[src/rtl/nios2_system_pio_pkg.sv]
// Shared definitions for the Nios II output PIO: register map and pulse FSM states.
package nios2_system_pio_pkg;

    localparam logic [2:0] ADDR_DATA     = 3'd0;
    localparam logic [2:0] ADDR_PULSE    = 3'd2;
    localparam logic [2:0] ADDR_IRQ      = 3'd3;
    localparam logic [2:0] ADDR_OUTSET   = 3'd4;
    localparam logic [2:0] ADDR_OUTCLEAR = 3'd5;

    typedef enum logic {
        IDLE   = 1'b0,
        ACTIVE = 1'b1
    } pulse_state_e;

endpackage

[src/rtl/nios2_system_pio_pulse_timer.sv]
// Retriggerable one-shot: holds pulse_mask for PULSE_CYCLES clocks after the last
// nonzero start; done strobes (combinationally) on the cycle the FSM returns to IDLE.
module nios2_system_pio_pulse_timer
    import nios2_system_pio_pkg::*;
#(
    parameter int WIDTH        = 4,
    parameter int PULSE_CYCLES = 50000,
    parameter int CNT_W        = 16
) (
    input  logic             clk,
    input  logic             reset_n,
    input  logic             start,
    input  logic [WIDTH-1:0] bits,
    output logic [WIDTH-1:0] pulse_mask,
    output logic             busy,
    output logic             done
);

    localparam logic [CNT_W-1:0] RELOAD = CNT_W'(PULSE_CYCLES - 1);

    pulse_state_e     state_q, state_d;
    logic [CNT_W-1:0] count_q, count_d;
    logic [WIDTH-1:0] mask_q, mask_d;
    logic             trigger;

    // A start with no bits set is treated as no start at all.
    assign trigger = start && (bits != '0);

    always_comb begin
        state_d = state_q;
        count_d = count_q;
        mask_d  = mask_q;
        done    = 1'b0;
        case (state_q)
            IDLE: begin
                if (trigger) begin
                    state_d = ACTIVE;
                    count_d = RELOAD;
                    mask_d  = bits;
                end
            end
            ACTIVE: begin
                if (trigger) begin
                    count_d = RELOAD;
                    mask_d  = mask_q | bits;
                end else if (count_q != '0) begin
                    count_d = count_q - CNT_W'(1);
                end else begin
                    state_d = IDLE;
                    mask_d  = '0;
                    done    = 1'b1;
                end
            end
            default: begin
                state_d = IDLE;
                mask_d  = '0;
            end
        endcase
    end

    always_ff @(posedge clk or negedge reset_n) begin
        if (!reset_n) begin
            state_q <= IDLE;
            count_q <= '0;
            mask_q  <= '0;
        end else begin
            state_q <= state_d;
            count_q <= count_d;
            mask_q  <= mask_d;
        end
    end

    assign pulse_mask = mask_q;
    assign busy       = (state_q == ACTIVE);

endmodule

[src/rtl/nios2_system_pio_ledout.sv]
// Avalon-MM output PIO with set/clear registers and a one-shot inversion pulse.
// Optional completion interrupt on address 3 when PIO_PULSE_IRQ_EN is defined.
module nios2_system_pio_ledout
    import nios2_system_pio_pkg::*;
#(
    parameter int               WIDTH        = 4,
    parameter logic [WIDTH-1:0] RESET_VALUE  = '0,
    parameter int               PULSE_CYCLES = 50000,
    parameter int               CNT_W        = 16
) (
    input  logic             clk,
    input  logic             reset_n,
    input  logic [2:0]       address,
    input  logic             chipselect,
    input  logic             write_n,
    input  logic [31:0]      writedata,
    output logic [31:0]      readdata,
    output logic [WIDTH-1:0] out_port,
`ifdef PIO_PULSE_IRQ_EN
    output logic             irq,
`endif
    output logic             pulse_busy
);

    logic             wr;
    logic [WIDTH-1:0] wdata;
    logic [WIDTH-1:0] data_q, data_d;
    logic [31:0]      readdata_q, readdata_d;
    logic [WIDTH-1:0] pulse_mask;
    logic             pulse_done;

    assign wr    = chipselect & ~write_n;
    assign wdata = writedata[WIDTH-1:0];

    if (WIDTH < 32) begin : g_wdata_upper
        logic unused_wdata_upper;
        assign unused_wdata_upper = ^writedata[31:WIDTH];
    end

    nios2_system_pio_pulse_timer #(
        .WIDTH       (WIDTH),
        .PULSE_CYCLES(PULSE_CYCLES),
        .CNT_W       (CNT_W)
    ) u_pulse_timer (
        .clk       (clk),
        .reset_n   (reset_n),
        .start     (wr && (address == ADDR_PULSE)),
        .bits      (wdata),
        .pulse_mask(pulse_mask),
        .busy      (pulse_busy),
        .done      (pulse_done)
    );

    always_comb begin
        data_d = data_q;
        if (wr) begin
            case (address)
                ADDR_DATA:     data_d = wdata;
                ADDR_OUTSET:   data_d = data_q | wdata;
                ADDR_OUTCLEAR: data_d = data_q & ~wdata;
                default:       data_d = data_q;
            endcase
        end
    end

`ifdef PIO_PULSE_IRQ_EN
    logic irq_q, irq_d;

    // Software acknowledge beats a completion landing in the same cycle.
    always_comb begin
        irq_d = irq_q;
        if (wr && (address == ADDR_IRQ)) irq_d = 1'b0;
        else if (pulse_done)             irq_d = 1'b1;
    end

    always_ff @(posedge clk or negedge reset_n) begin
        if (!reset_n) irq_q <= 1'b0;
        else          irq_q <= irq_d;
    end

    assign irq = irq_q;
`else
    logic unused_pulse_done;
    assign unused_pulse_done = pulse_done;
`endif

    // Read path samples the selected register every cycle, chipselect or not.
    always_comb begin
        readdata_d = 32'd0;
        case (address)
            ADDR_DATA:  readdata_d = 32'(data_q);
            ADDR_PULSE: readdata_d = 32'(pulse_mask);
`ifdef PIO_PULSE_IRQ_EN
            ADDR_IRQ:   readdata_d = {31'd0, irq_q};
`endif
            default:    readdata_d = 32'd0;
        endcase
    end

    always_ff @(posedge clk or negedge reset_n) begin
        if (!reset_n) begin
            data_q     <= RESET_VALUE;
            readdata_q <= 32'd0;
        end else begin
            data_q     <= data_d;
            readdata_q <= readdata_d;
        end
    end

    assign readdata = readdata_q;
    assign out_port = data_q ^ pulse_mask;

endmodule

[config.mk]
export PLATFORM = sky130hd
export DESIGN_NAME = nios2_system_pio_ledout
export DESIGN_NICKNAME = d
export VERILOG_FILES = /design/src/rtl/nios2_system_pio_pkg.sv /design/src/rtl/nios2_system_pio_pulse_timer.sv /design/src/rtl/nios2_system_pio_ledout.sv
export SDC_FILE = /design/constraint.sdc
export NUM_CORES = 1
export LEC_CHECK = 0
export CAP_MARGIN = 20
export CORE_ASPECT_RATIO = 2
export CORE_UTILIZATION = 46
export CTS_CLUSTER_DIAMETER = 50
export DETAILED_ROUTE_END_ITERATION = 7
export PLACE_DENSITY = 0.94
export SLEW_MARGIN = 25
export SYNTH_ARGS = -nofsm -noshare
export SYNTH_HDL_FRONTEND = slang
export SYNTH_SLANG_ARGS = --single-unit
[constraint.sdc]
create_clock -name clk -period 3.48 [get_ports clk]
set_input_delay 0.522 -clock clk [delete_from_list [all_inputs] [get_ports clk]]
set_output_delay 0.522 -clock clk [all_outputs]
set_load 0.05 [all_outputs]
==> impl_results.md <==
* Outcome: finished, final reports clean
* Post-route worst setup slack at between 1 and 1.5 ns
* Area added between synthesis and finish at 12.9%
* Total via count in the routed design at approximately 1,400
* H-tree lvl count at 2
* Clock transition at the register clock pins on the worst setup and hold paths after CTS at ~0.06 ns
* DRT antenna net count at 0
* Arrival time at the worst endpoint at around 2.7 ns
* R2R Setup Slk at around 1.4 ns
* Setup bufs post-CTS at 0
* Syn_area_per_cell at about 9.4 um^2
* Total power consumption of the routed design at 0.00123 W
* DIE HEIGHT at 89.7 um
* Count of final hold-check violations at 0
* Setup WS pre-CTS at between 0.6 and 0.7 ns
* Area of the core region at 3650 um^2
* Clock tree from TritonCTS: done
* Buffer cell driving the clock tree root: sky130_fd_sc_hd__clkbuf_8
* Sequential-to-total area share from yosys stat at 0.410
* Placed Cells incl. Taps at 251
* Effective utilization at floorplan at 0.485
* Antenna violations before repair at 0
* Overall fraction of global-route tracks in use at 0.198
* Max capacitance violation total at 0
* IR Drop Worst-Case VDD at ~0.34 mV
* Global-route wire length before repair at about 5.9 mm
* Placement row count at 31
* RSZ-0062 raised after global routing: no
* Tcrit/Tclk final at 0.711
* Placed wire-length estimate at ~2.6 mm
* Power per cell area at roughly 620 nW/um^2
* Worst r2r path cells at 6
* Number of CTS-inserted buffers at 5
* Seq cells post-synth at 29
* Fraction of synthesized cell area taken by the top area cell type at 0.410
* Setup-violating endpoint count in the final report at 0
* Fmax at between 0.4 and 0.5 GHz
* Routed WL at between 3 and 4 mm
* Layout cell share with drive strength beyond 1 at 0.0810
* # hold bufs at CTS at 0
* Total iterations of the first detailed-routing run at 4
* Average wire per cell in the routed design at between 10 and 15 um
* Tmin final at 2.47 ns
* Maximum fanout encountered on the critical timing path at 13
* Deepest clock path buffer count at 2
* Critical hold path startpoint: data_q[2]
* Category of the worst setup path capture point: flip-flop
* Biggest area consumer among synthesized cells: sky130_fd_sc_hd__dfrtp_1
* End point of the worst hold path: data_q[2]
* Slew Limit Fails at 0
* Share of the core filled with cells at 0.547
* DIE AREA at 4110 um^2
* Crit path kind: input port to flip-flop
* Actual transition at the worst max-transition pin at ~0.50 ns
* Routability congestion estimate at ~0.8
* Relative slew margins at 0.661
* Number of enable flip-flop cells after synthesis at 0
* Fraction of registers with async set or reset after synthesis at 1.00
* Total inserted antenna cells at 0
* Number of vias per cell after detailed routing at 5.49
* Worst hold stages at 2
* Flip-flop cell with the highest count after synthesis: sky130_fd_sc_hd__dfrtp_1
* Number of placed I/O pins at 76
* Leading cell types by total area after synthesis: sky130_fd_sc_hd__dfrtp_1 (41%), sky130_fd_sc_hd__buf_4 (12%), sky130_fd_sc_hd__o21ai_0 (4.8%), sky130_fd_sc_hd__nand2_1 (3.2%), sky130_fd_sc_hd__a21oi_1 (3.1%)
* CP Launch Type: input port
* Post-cts repair resize count at 0
* Number of distinct library cell variants in the gate-level netlist after synthesis at between 40 and 50
* Total congestion overflow at 0
* Nets at between 200 and 250
* Violation count after the first detailed-routing iteration at 27
* Worst-case clock skew at 0.00367 ns
* Number of warnings issued by yosys at 0
* Pin count of the biggest net entering global routing at 30
* Netlist Area Pre-Place at approximately 1800 um^2
* Number of sinks on the clock net at 29
* Clk Latency, worst-skew pair at 0.28 ns
* Die X-Extent at ~46 um
* Vias in the first global route at 1,362
* R2r endpoint: u_pulse_timer.count_q[12]
* Post-layout instance count excluding filler cells at ~260
* Count of buffers from port buffering at 19
* Count of mapped cells out of synthesis at 189
* LEAKAGE at 0.817 nW
* Startpoint of the worst register-to-register path: u_pulse_timer.count_q[0]
* Required time worst endpoint at 3.68 ns
* DRC violation count after routing at 0
* Total Neg Setup Slack at 0 ns
* Type of the worst min-delay path: flip-flop to flip-flop
==> logic make-up after synthesis <==
group                      after synthesis  share of synthesized area
muxes                                    4                     0.0226
buffers and inverters                   38                      0.141
adders and majority gates                1                    0.00708
xor gates and xnor gates                 4                     0.0198
and+or+nand+nor                         68                      0.244
other                                    1                    0.00212
DFF                                     29                      0.410
AOI/OAI and AO/OA                       44                      0.153
==> metal layers <==
| metal | global-route usage | up-vias | share of wire |
|---|---|---|---|
| met4 | 0.110 | 0 | 0.024 |
| met5 | 0 | - | 0 |
| li1 | - | 679 | - |
| met1 | 0.189 | 670 | 0.36 |
| met3 | 0.0380 | 7 | 0.056 |
| met2 | 0.373 | 66 | 0.56 |
==> critical path: stages <==
cell	delay, ns
sky130_fd_sc_hd__clkdlybuf4s50_1	0.59
sky130_fd_sc_hd__nor4b_2	0.57
sky130_fd_sc_hd__nand3_1	0.49
sky130_fd_sc_hd__and4_1	0.37
sky130_fd_sc_hd__a31oi_1	0.13
==> state kept, by name, summed over array words and instances (netlist names) <==
register / flops
u_pulse_timer.busy: 1
readdata: 4
u_pulse_timer.count_q: 16
data_q: 4
u_pulse_timer.pulse_mask: 4
==> per-stage QoR <==
step	hold slack (ns)	area (um^2)
after floorplan	0.226	1870
after CTS	0.553	2000
final	0.547	2000
after global placement	0.530	1890
after global routing	0.602	2000
after detailed placement	0.538	1890
==> cells in the final DEF (no fill, tap or decap), types with 3 or more instances in the layout <==
master	instances
sky130_fd_sc_hd__conb_1	28
sky130_fd_sc_hd__o21ai_0	17
sky130_fd_sc_hd__nand3_1	7
sky130_fd_sc_hd__a21oi_1	11
sky130_fd_sc_hd__a21boi_0	3
sky130_fd_sc_hd__dfrtp_1	29
sky130_fd_sc_hd__and4_1	4
sky130_fd_sc_hd__mux2i_1	4
sky130_fd_sc_hd__nand2_1	15
sky130_fd_sc_hd__or4_1	5
sky130_fd_sc_hd__a31oi_1	3
sky130_fd_sc_hd__clkdlybuf4s50_1	19
sky130_fd_sc_hd__nor4_1	4
sky130_fd_sc_hd__nor3_1	6
sky130_fd_sc_hd__inv_1	4
sky130_fd_sc_hd__xor2_1	4
sky130_fd_sc_hd__or3_1	5
sky130_fd_sc_hd__o31ai_1	3
sky130_fd_sc_hd__clkbuf_8	7
sky130_fd_sc_hd__nor2_1	5
==> power by group <==
group          internal (W)  switching, W  leakage (nW)
Sequential         0.000420      0.000106         0.340
Combinational      0.000148      0.000255         0.422
Clock              0.000178      0.000124        0.0542
Total              0.000746      0.000486         0.817
==> worst max path at each step <==
stage | start | endpoint | slack (ns) | cells after the start
2_1_floorplan | u_pulse_timer.busy | u_pulse_timer.count_q[8] | 1.61 | 4
3_3_place_gp | address[0] | u_pulse_timer.count_q[1] | 0.80 | 5
3_5_place_dp | address[0] | u_pulse_timer.count_q[1] | 0.69 | 5
4_1_cts | address[0] | u_pulse_timer.count_q[1] | 0.99 | 5
5_1_grt | address[0] | u_pulse_timer.count_q[1] | 0.83 | 5
6_report | address[0] | u_pulse_timer.count_q[1] | 1.01 | 5
==> synth_stat cells, types with 5 or more instances <==
cell type and n:
sky130_fd_sc_hd__dfrtp_1 29, sky130_fd_sc_hd__buf_4 28, sky130_fd_sc_hd__o21ai_0 17, sky130_fd_sc_hd__nand2_1 15, sky130_fd_sc_hd__a21oi_1 11, sky130_fd_sc_hd__nand3_1 7, sky130_fd_sc_hd__nor3_1 6, sky130_fd_sc_hd__clkbuf_1 5
sky130_fd_sc_hd__nor2_1 5, sky130_fd_sc_hd__or3_1 5, sky130_fd_sc_hd__or4_1 5
==> layout make-up <==
type                    count  area [um^2]
well taps                  49         61.3
multi-input cells         149          895
fillers                   366         1650
flip-flops and latches     29          726
clock inverters             1         5.00
clock buffers               7         96.3
repair buffers             20          198
inverters                   4         15.0
Power figures use the tool's default switching activity.
